## config.mk

```make
export PLATFORM = sky130hd
export DESIGN_NAME = fetch_unit_flat
export DESIGN_NICKNAME = d
export VERILOG_FILES = /design/src/rtl/fetch_unit_if.sv /design/src/rtl/fetch_unit.sv /design/src/flat_wrapper.sv
export SDC_FILE = /design/constraint.sdc
export NUM_CORES = 1
export LEC_CHECK = 0
export CORE_MARGIN = 5
export CORE_UTILIZATION = 48
export DETAILED_ROUTE_END_ITERATION = 16
export PLACE_DENSITY = 0.81
export REMOVE_ABC_BUFFERS = 1
export SLEW_MARGIN = 30
export SYNTH_ARGS = -nofsm -noshare
export SYNTH_HDL_FRONTEND = slang
export SYNTH_SLANG_ARGS = --single-unit
```

## constraint.sdc

```tcl
create_clock -name clk -period 4.8 [get_ports clk]
set_input_delay 0.96 -clock clk [delete_from_list [all_inputs] [get_ports clk]]
set_output_delay 0.96 -clock clk [all_outputs]
set_load 0.02 [all_outputs]
```

## src/rtl/fetch_unit_if.sv

```systemverilog
`timescale 1ns/1ps
`default_nettype none
//============================================================================
// Module   : fetch_unit_if
// Purpose  : Bundles the instruction-memory request/response port and the
//            decode-side instruction port of the fetch unit.
// Ports    : imem_req_*  - request to instruction memory (valid/ready/addr)
//            imem_resp_* - in-order response from memory (valid/ready/data)
//            inst_*      - buffer head towards decode (valid/ready/pc/data)
// Modports : master - the fetch unit; slave - memory + decode environment
// Revision : 1.0 - initial release
//============================================================================
interface fetch_unit_if #(
  parameter int XLEN = 32
) ();
  logic            imem_req_valid;
  logic            imem_req_ready;
  logic [XLEN-1:0] imem_req_addr;
  logic            imem_resp_valid;
  logic            imem_resp_ready;
  logic [XLEN-1:0] imem_resp_data;
  logic            inst_valid;
  logic            inst_ready;
  logic [XLEN-1:0] inst_pc;
  logic [XLEN-1:0] inst_data;

  modport master (
    output imem_req_valid, imem_req_addr, imem_resp_ready,
           inst_valid, inst_pc, inst_data,
    input  imem_req_ready, imem_resp_valid, imem_resp_data, inst_ready
  );

  modport slave (
    input  imem_req_valid, imem_req_addr, imem_resp_ready,
           inst_valid, inst_pc, inst_data,
    output imem_req_ready, imem_resp_valid, imem_resp_data, inst_ready
  );
endinterface
`default_nettype wire

```

## src/rtl/fetch_unit.sv

```systemverilog
`timescale 1ns/1ps
`default_nettype none
//============================================================================
// Module   : fetch_unit
// Purpose  : In-order instruction fetch with up to MAX_OUTSTANDING memory
//            requests in flight. Responses are tagged with their PC and
//            queued in an IBUF_DEPTH-entry buffer for decode. A redirect
//            reloads the PC, empties the buffer and drops in-flight returns.
// Ports    : clk, reset_n        - clock, synchronous active-low reset
//            redirect_valid_i/pc - branch/exception redirect
//            bus_io (master)     - memory request/response + decode port
// Revision : 1.0 - initial release
//============================================================================
module fetch_unit #(
  parameter int              XLEN            = 32,
  parameter int              MAX_OUTSTANDING = 2,
  parameter int              IBUF_DEPTH      = 4,
  parameter logic [XLEN-1:0] RESET_PC        = '0
) (
  input  logic            clk,
  input  logic            reset_n,
  input  logic            redirect_valid_i,
  input  logic [XLEN-1:0] redirect_pc_i,
  fetch_unit_if.master    bus_io
);

  localparam int OW  = $clog2(MAX_OUTSTANDING + 1);
  localparam int CW  = $clog2(IBUF_DEPTH + 1);
  localparam int FPW = (MAX_OUTSTANDING > 1) ? $clog2(MAX_OUTSTANDING) : 1;
  localparam int BPW = (IBUF_DEPTH > 1) ? $clog2(IBUF_DEPTH) : 1;

  // active_q is low during reset and the cycle it is released in, so no
  // request or response handshake is offered before state is clean.
  logic            active_q;
  logic [XLEN-1:0] pc_q, pc_d;
  logic [OW-1:0]   outstanding_q, outstanding_d;
  logic [OW-1:0]   drop_q, drop_d;
  logic [FPW-1:0]  infl_wr_q, infl_wr_d, infl_rd_q, infl_rd_d;
  logic [BPW-1:0]  ibuf_wr_q, ibuf_wr_d, ibuf_rd_q, ibuf_rd_d;
  logic [CW-1:0]   ibuf_count_q, ibuf_count_d;

  logic [XLEN-1:0] infl_pc_q   [MAX_OUTSTANDING];
  logic [XLEN-1:0] ibuf_pc_q   [IBUF_DEPTH];
  logic [XLEN-1:0] ibuf_data_q [IBUF_DEPTH];

  logic req_valid, req_fire, resp_fire, ibuf_push, ibuf_pop, head_valid;

  function automatic logic [FPW-1:0] infl_next(input logic [FPW-1:0] p);
    return (p == FPW'(MAX_OUTSTANDING - 1)) ? '0 : p + FPW'(1);
  endfunction

  function automatic logic [BPW-1:0] ibuf_next(input logic [BPW-1:0] p);
    return (p == BPW'(IBUF_DEPTH - 1)) ? '0 : p + BPW'(1);
  endfunction

  // Credit counts in-flight requests against buffer space, so every
  // response always has a slot and the response port never stalls.
  assign req_valid  = active_q && !redirect_valid_i
                   && (int'(outstanding_q) < MAX_OUTSTANDING)
                   && ((int'(outstanding_q) + int'(ibuf_count_q)) < IBUF_DEPTH);
  assign req_fire   = req_valid && bus_io.imem_req_ready;
  assign resp_fire  = active_q && bus_io.imem_resp_valid;
  // Responses during a redirect cycle, or while stale ones remain, are dropped.
  assign ibuf_push  = resp_fire && !redirect_valid_i && (drop_q == '0);
  assign head_valid = (ibuf_count_q != '0);
  assign ibuf_pop   = head_valid && bus_io.inst_ready && !redirect_valid_i;

  assign bus_io.imem_req_valid  = req_valid;
  assign bus_io.imem_req_addr   = pc_q;
  assign bus_io.imem_resp_ready = active_q;
  assign bus_io.inst_valid      = head_valid;
  assign bus_io.inst_pc         = head_valid ? ibuf_pc_q[ibuf_rd_q]   : '0;
  assign bus_io.inst_data       = head_valid ? ibuf_data_q[ibuf_rd_q] : '0;

  always_comb begin
    pc_d          = pc_q;
    outstanding_d = outstanding_q;
    drop_d        = drop_q;
    infl_wr_d     = infl_wr_q;
    infl_rd_d     = infl_rd_q;
    ibuf_wr_d     = ibuf_wr_q;
    ibuf_rd_d     = ibuf_rd_q;
    ibuf_count_d  = ibuf_count_q;

    if (redirect_valid_i) begin
      pc_d = redirect_pc_i;
    end else if (req_fire) begin
      pc_d = pc_q + XLEN'(4);
    end

    unique case ({req_fire, resp_fire})
      2'b10:   outstanding_d = outstanding_q + OW'(1);
      2'b01:   outstanding_d = outstanding_q - OW'(1);
      default: outstanding_d = outstanding_q;
    endcase

    // The in-flight PC FIFO keeps running through a redirect: dropped
    // responses still pop it so later tags stay aligned.
    if (req_fire)  infl_wr_d = infl_next(infl_wr_q);
    if (resp_fire) infl_rd_d = infl_next(infl_rd_q);

    if (redirect_valid_i) begin
      // A response arriving now is dropped on its own, hence excluded.
      drop_d = outstanding_q - (resp_fire ? OW'(1) : OW'(0));
    end else if (resp_fire && (drop_q != '0)) begin
      drop_d = drop_q - OW'(1);
    end

    if (redirect_valid_i) begin
      ibuf_wr_d    = '0;
      ibuf_rd_d    = '0;
      ibuf_count_d = '0;
    end else begin
      if (ibuf_push) ibuf_wr_d = ibuf_next(ibuf_wr_q);
      if (ibuf_pop)  ibuf_rd_d = ibuf_next(ibuf_rd_q);
      unique case ({ibuf_push, ibuf_pop})
        2'b10:   ibuf_count_d = ibuf_count_q + CW'(1);
        2'b01:   ibuf_count_d = ibuf_count_q - CW'(1);
        default: ibuf_count_d = ibuf_count_q;
      endcase
    end
  end

  always_ff @(posedge clk) begin
    if (!reset_n) begin
      active_q      <= 1'b0;
      pc_q          <= RESET_PC;
      outstanding_q <= '0;
      drop_q        <= '0;
      infl_wr_q     <= '0;
      infl_rd_q     <= '0;
      ibuf_wr_q     <= '0;
      ibuf_rd_q     <= '0;
      ibuf_count_q  <= '0;
    end else begin
      active_q      <= 1'b1;
      pc_q          <= pc_d;
      outstanding_q <= outstanding_d;
      drop_q        <= drop_d;
      infl_wr_q     <= infl_wr_d;
      infl_rd_q     <= infl_rd_d;
      ibuf_wr_q     <= ibuf_wr_d;
      ibuf_rd_q     <= ibuf_rd_d;
      ibuf_count_q  <= ibuf_count_d;
    end
  end

  // Storage arrays need no reset: contents are only visible behind valid state.
  always_ff @(posedge clk) begin
    if (req_fire) begin
      infl_pc_q[infl_wr_q] <= pc_q;
    end
    if (ibuf_push) begin
      ibuf_pc_q[ibuf_wr_q]   <= infl_pc_q[infl_rd_q];
      ibuf_data_q[ibuf_wr_q] <= bus_io.imem_resp_data;
    end
  end

`ifndef SYNTHESIS
  a_ibuf_bound : assert property (@(posedge clk) disable iff (!reset_n)
    ibuf_count_q <= CW'(IBUF_DEPTH));
  a_resp_has_req : assert property (@(posedge clk) disable iff (!reset_n)
    resp_fire |-> (outstanding_q != '0));
`endif

endmodule
`default_nettype wire

```

## src/flat_wrapper.sv

```systemverilog
// flat-port wrapper written by rule: the top's interface ports become plain ports
module fetch_unit_flat 
#(
  parameter int              XLEN            = 32,
  parameter int              MAX_OUTSTANDING = 2,
  parameter int              IBUF_DEPTH      = 4,
  parameter logic [XLEN-1:0] RESET_PC        = '0
)
  (clk, reset_n, redirect_valid_i, redirect_pc_i, bus_io_imem_req_valid, bus_io_imem_req_addr, bus_io_imem_resp_ready, bus_io_inst_valid, bus_io_inst_pc, bus_io_inst_data, bus_io_imem_req_ready, bus_io_imem_resp_valid, bus_io_imem_resp_data, bus_io_inst_ready);
  fetch_unit_if #(.XLEN(XLEN)) bus_io_i ();
  input  logic clk;
  input  logic reset_n;
  input  logic redirect_valid_i;
  input  logic [XLEN-1:0] redirect_pc_i;
  output wire logic [$bits(bus_io_i.imem_req_valid)-1:0] bus_io_imem_req_valid;
  output wire logic [$bits(bus_io_i.imem_req_addr)-1:0] bus_io_imem_req_addr;
  output wire logic [$bits(bus_io_i.imem_resp_ready)-1:0] bus_io_imem_resp_ready;
  output wire logic [$bits(bus_io_i.inst_valid)-1:0] bus_io_inst_valid;
  output wire logic [$bits(bus_io_i.inst_pc)-1:0] bus_io_inst_pc;
  output wire logic [$bits(bus_io_i.inst_data)-1:0] bus_io_inst_data;
  input wire logic [$bits(bus_io_i.imem_req_ready)-1:0] bus_io_imem_req_ready;
  input wire logic [$bits(bus_io_i.imem_resp_valid)-1:0] bus_io_imem_resp_valid;
  input wire logic [$bits(bus_io_i.imem_resp_data)-1:0] bus_io_imem_resp_data;
  input wire logic [$bits(bus_io_i.inst_ready)-1:0] bus_io_inst_ready;
  assign bus_io_imem_req_valid = bus_io_i.imem_req_valid;
  assign bus_io_imem_req_addr = bus_io_i.imem_req_addr;
  assign bus_io_imem_resp_ready = bus_io_i.imem_resp_ready;
  assign bus_io_inst_valid = bus_io_i.inst_valid;
  assign bus_io_inst_pc = bus_io_i.inst_pc;
  assign bus_io_inst_data = bus_io_i.inst_data;
  assign bus_io_i.imem_req_ready = bus_io_imem_req_ready;
  assign bus_io_i.imem_resp_valid = bus_io_imem_resp_valid;
  assign bus_io_i.imem_resp_data = bus_io_imem_resp_data;
  assign bus_io_i.inst_ready = bus_io_inst_ready;
  fetch_unit #(.XLEN(XLEN), .MAX_OUTSTANDING(MAX_OUTSTANDING), .IBUF_DEPTH(IBUF_DEPTH), .RESET_PC(RESET_PC)) u_core (.clk(clk), .reset_n(reset_n), .redirect_valid_i(redirect_valid_i), .redirect_pc_i(redirect_pc_i), .bus_io(bus_io_i));
endmodule
```

=== Yosys cells after proc, flatten, opt, wreduce, memory -nomap -nowiden ===
Memory sizes are Yosys's and may differ from the RTL's. A register that Yosys moved wholly into a read port is not among the register bits.
Index checks and enable logic that the tools add are counted.

* Register bits after elaboration: 46
* RAM bits: 320
* Input port bits: 70
* Output and inout bits: 99
* Word-level logic and storage cells: 76
* Memories: 3

* $add $sub $neg: 12
* Magnitude comparators: 2
* Equality and inequality tests: 6
* Muxes and demuxes: 24
* Bitwise operators: 1
* Reduce and logical (&&, ||, !) cells: 19

{| class="wikitable"
|+ Memories
! name !! words !! width !! read ports !! clocked after Yosys merged registers in !! write ports !! RTL line !! text
|-
| u_core.ibuf_data_q || 4 || 32 || 1 || 1 || 1 || fetch_unit.sv:44 || <nowiki>logic [XLEN-1:0] ibuf_data_q [IBUF_DEPTH];</nowiki>
|-
| u_core.ibuf_pc_q || 4 || 32 || 1 || 1 || 1 || fetch_unit.sv:43 || <nowiki>logic [XLEN-1:0] ibuf_pc_q [IBUF_DEPTH];</nowiki>
|-
| u_core.infl_pc_q || 2 || 32 || 1 || 1 || 1 || fetch_unit.sv:42 || <nowiki>logic [XLEN-1:0] infl_pc_q [MAX_OUTSTANDING];</nowiki>
|}

{| class="wikitable"
|+ Operator list
! kind !! count
|-
| $mux W32 || 4
|-
| $add A32 B3 Y32 const B || 1
|-
| $lt A32 B4 Y1 const B || 1
|-
| $mux W2 || 8
|-
| $logic_and A1 B1 Y1 || 10
|-
| $mux W1 || 10
|-
| $reduce_bool A2 Y1 || 5
|-
| $eq A2 B2 Y1 const B || 4
|-
| $add A2 B1 Y2 const B || 3
|-
| $pmux W3 S2 || 1
|-
| $add A2 B3 Y4 || 1
|-
| $eq A2 B1 Y1 const B || 2
|-
| $pmux W2 S2 || 1
|-
| $sub A2 B1 Y2 const B || 2
|-
| $add A3 B1 Y3 const B || 1
|-
| $reduce_bool A3 Y1 || 1
|-
| $sub A3 B1 Y3 const B || 1
|-
| $add A1 B1 Y1 const B || 2
|-
| $logic_not A2 Y1 || 1
|-
| $lt A2 B2 Y1 const B || 1
|-
| $reduce_or A2 Y1 || 1
|-
| $sub A2 B2 Y2 || 1
|-
| $logic_not A1 Y1 || 1
|-
| $not A1 Y1 || 1
|}

=== Logic depth before layout (Yosys ltp) ===
* Depth after elaboration: 7
* Mapped depth: 11
* Mapped depth without buffers: 11

=== Worst setup path after synthesis ===
OpenSTA, ideal clock, no wires.

* Path kind: input-to-reg
* Start point: input port redirect_valid_i
* End point: memory u_core.infl_pc_q[0][0] (enable)
* Library setup time: 421 ps
* Arrival time: 3,189 ps
* Required time: 4,379 ps
* Path slack: 1,190 ps
* Stages: 6
* Path buffers: 2
* Cells stage by stage: nor4b_2 -> and4_1 -> buf_6 -> inv_2 -> clkbuf_1 -> nor2_1

* Cells in the longest elaborated chain, start to end: 7

{| class="wikitable"
|+ RTL lines
! item !! RTL line !! text
|-
| start: declaration || flat_wrapper.sv:13 || <nowiki>input logic redirect_valid_i;</nowiki>
|-
| $logic_not A1 Y1 || fetch_unit.sv:58 || <nowiki>assign req_valid = active_q && !redirect_valid_i</nowiki>
|-
| $logic_and A1 B1 Y1 || fetch_unit.sv:58 ||
|-
| $logic_and A1 B1 Y1 || fetch_unit.sv:59 || <nowiki>&& (int'(outstanding_q) < MAX_OUTSTANDING)</nowiki>
|-
| $logic_and A1 B1 Y1 || fetch_unit.sv:60 || <nowiki>&& ((int'(outstanding_q) + int'(ibuf_count_q)) < IBUF_DEPTH);</nowiki>
|-
| $logic_and A1 B1 Y1 || fetch_unit.sv:61 || <nowiki>assign req_fire = req_valid && bus_io.imem_req_ready;</nowiki>
|-
| $mux W1 || fetch_unit.sv:150 || <nowiki>if (req_fire) begin</nowiki>
|-
| $mux W1 (not written as such) || fetch_unit.sv:151 || <nowiki>infl_pc_q[infl_wr_q] <= pc_q;</nowiki>
|-
| end: declaration || fetch_unit.sv:42 ||
|}

Every way passes these cells.

==> reports/qor.csv <==
stage,metric,value,unit
run_status,outcome,completed,
critical_path,cp.required,3840,ps
synth,synth_top_area_share,0.657,
route,dr.max_layer_used,met4,
timing,maxSlewViolCount,0,
synth,ys_warn_count,0,
timing,rsz0062_at_grt,no,
clocking,cts_root_buffer,clkbuf_16,
critical_path,critPathCaptureType,output port,
critical_path,cp.arrival,2880,ps
route,drt-wirelength-per-cell,20.9,um
synth,syn_area,14600,um2
power_and_ir_drop,p_leak,0.00578,uW
synth,synth_seq_area_share,0.724,
clocking,cts_buffer_depth,3,
job,drv_cap,0,
critical_path,start_kind,register,
route,drtAntennaViolNets,0,
clocking,cts_buffers,37,
critical_path,reg2reg_from,u_core.ibuf_count_q[1],
final_layout,final_nets,1112,
floorplanning,die_h,185,um
floorplanning,fp.coreArea,30300,um2
power_and_ir_drop,power,6660,uW
critical_path,crit_fanout,48,
timing,min_period,3840,ps
critical_path,cpLargestDelayFamily,buffers and inverters,
route,dr_wl_met2,15100,um
route,finalWirelength,30500,um
placement,hpwlAfterDp,19100,um
global_routing,grt_usage,0.177,
global_routing,grt_pass1_wl,46700,um
route,vias,8075,
global_routing,grt_max_degree,65,
critical_path,worstReg2RegEnd,u_core.ibuf_count_q[2],
critical_path,path_class,register to output port,
route,drtIter0Drc,672,
placement,numPortBuffers,168,
clocking,htreeDepth,2,
synth,yosysTopAreaCell,edfxtp_1,
timing,fin_crit_sh,0.800,
clocking,clk_latency,520,ps
floorplanning,dieArea,34100,um2
critical_path,reg2reg_slack,1970,ps
global_routing,grt_pass1_vias,8172,
final_layout,area_growth,23.2,%
clocking,cts_sinks,369,
synth,syn_avg_cell_area,17.2,um2
clocking,path_clk_slew,60,ps
clocking,cts.repair.resized,0,
critical_path,critPathMaxStageDelay,600,ps
placement,place.gp.congestion,0.816,
timing,setup_viol,0,
critical_path,reg2regPathDepth,9,
floorplanning,start_util,0.482,
final_layout,layout_common_cells,"edfxtp_1 (320), clkdlybuf4s50_1 (168), and2_1 (68)",
timing,fmax,260,MHz
timing,finalClockSkew,21.4,ps
critical_path,cp.buffers_inverters,2,
global_routing,overflow,0,
timing,tightest_slew,791,ps
floorplanning,rows,64,
power_and_ir_drop,power_density,370,nW/um2
route,wl_met3,2220,um
critical_path,crit_slowest_cell,dfxtp_4,
clocking,post-cts-setup-buffer-count,0,
synth,synth_seq_cells,369,
route,first_pass_iters,5,
synth,syn_inst,850,
timing,holdWs,486,ps
route,met1Wirelength,12500,um
clocking,cts_hold_buf,0,
critical_path,worstPathCellList,buf_12 -> mux4_2 -> and2_1 -> clkdlybuf4s50_1,
route,route.detailed.drc,0,
timing,max_slew_margin,0.473,
timing,hold_viol,0,
timing,finalSetupTns,0,ps
floorplanning,ios,169,
hold_path,hold_class,register to register,
final_layout,instances_no_fill,1454,
floorplanning,die_w,185,um
synth,yosys-top-cells-area,"edfxtp_1 (66%), mux4_2 (9.9%), dfxtp_1 (6.7%), and2_1 (3.1%), mux2_2 (2.7%)",
critical_path,path_depth,4,
global_routing,antenna_found_initial,0,
clocking,cts_tree,built,
final_layout,layout_commonest_cell,edfxtp_1,
critical_path,crit_end,bus_io_inst_pc[12],
final_layout,antenna_cells,0,
final_layout,nFillCells,2261,
route,via_per_inst,5.55,
final_layout,drive_gt1_frac,0.168,
synth,yosysUniqueCellTypes,47,
power_and_ir_drop,peakVddDrop,0.000197,V
placement,dpl.cell_count,1385,
## worst reg2reg max path, stage by stage, from the launching register on
cell	delay, ps
dfxtp_1	410
or3_2	680
nand2_1	260
nor2_1	160
ha_1	200
inv_1	60
fa_1	370
xor2_1	160
or3_1	300
a21oi_1	140
## power by group
group / leakage (uW) / switching, uW / total, uW / internal, uW
combinational: 0.00190 / 186 / 359 / 172
clock: 0.000570 / 1120 / 2710 / 1590
sequential: 0.00331 / 48.2 / 3600 / 3550
total: 0.00578 / 1350 / 6660 / 5310
## worst min-delay path by stage
stage                                         startpoint                     end  slack (ps)  cells after the start
after floorplan                      u_core.ibuf_rd_q[1]                register         450                      2
after global placement               u_core.ibuf_rd_q[1]                register         460                      2
after detailed placement             u_core.ibuf_rd_q[1]                register         470                      2
after CTS                            u_core.ibuf_rd_q[1]     u_core.ibuf_rd_q[1]         490                      2
after global routing      u_core.bus_io.imem_req_addr[0]  u_core.infl_pc_q[1][0]         530                      0
final                                u_core.ibuf_rd_q[1]     u_core.ibuf_rd_q[1]         490                      2
## stage by stage
step           area (um2)  utilization  setup WS [ps]
2_1_floorplan       14500            -            239
3_3_place_gp        16700        0.551           1360
3_5_place_dp        16800        0.554           1330
4_1_cts             18000        0.592            902
5_1_grt             18000        0.594            771
6_report            18000        0.594            961
## flip-flops by register name, indices dropped and copies added, names as in the netlist, 2 cells and up, named ones only
| signal | flops |
|---|---|
| u_core.ibuf_pc_q | 128 |
| u_core.infl_pc_q | 64 |
| u_core.ibuf_count_q | 3 |
| u_core.outstanding_q | 2 |
| u_core.ibuf_wr_q | 2 |
| u_core.ibuf_data_q | 128 |
| u_core.bus_io.imem_req_addr | 32 |
| u_core.drop_q | 2 |
| u_core.ibuf_rd_q | 2 |
## area by class of cell
cell class	count	area (um2)	share of cell area
clock buffer	53	1060	0.0587
clock inverter	14	96.3	0.00535
inverter	18	67.6	0.00375
multi-input combinational	422	3810	0.212
sequential	369	10600	0.588
tap	396	495	0.0275
timing repair buffer	182	1890	0.105
## cells by family (layout without fill, tap and decap cells)
group | count (synthesis) | in the layout | share of synthesized area
AO/OA/AOI/OAI | 87 | 87 | 0.0354
XOR/XNOR | 9 | 9 | 0.00539
adder cells (fa/ha/maj) | 12 | 12 | 0.0108
buffers and inverters | 59 | 267 | 0.0164
flip-flops | 369 | 369 | 0.724
multiplexers | 102 | 102 | 0.128
AND/OR/NAND/NOR | 212 | 212 | 0.0802
## synth_stat cells, drive strengths merged
master   number
xnor2         3
a22oi         1
o21ai        20
nand3        15
and2         72
a211oi        1
nor4b         1
ha           11
fa            1
nor2b         1
o211ai        6
and3          9
mux2         35
edfxtp      320
nand4        15
o31a          1
and4          2
buf          18
xor2          6
a311oi        1
o22ai         1
dfxtp        49
clkbuf       23
nand3b        1
nor4          5
mux2i         3
nor3         10
inv          18
or4           1
a31oi        14
a21oi        32
nor2         37
or3           7
o21a          1
a2bb2oi       1
a41oi         3
a221oi        1
nand2        36
a32oi         4
mux4         64
## layer usage
metal,vias up,global-route usage
met3,51,0.0341
met2,301,0.302
met1,4027,0.239
li1,3696,-
met5,-,0
met4,0,0.0426
Note: power is estimated with default switching activity, not from simulation.
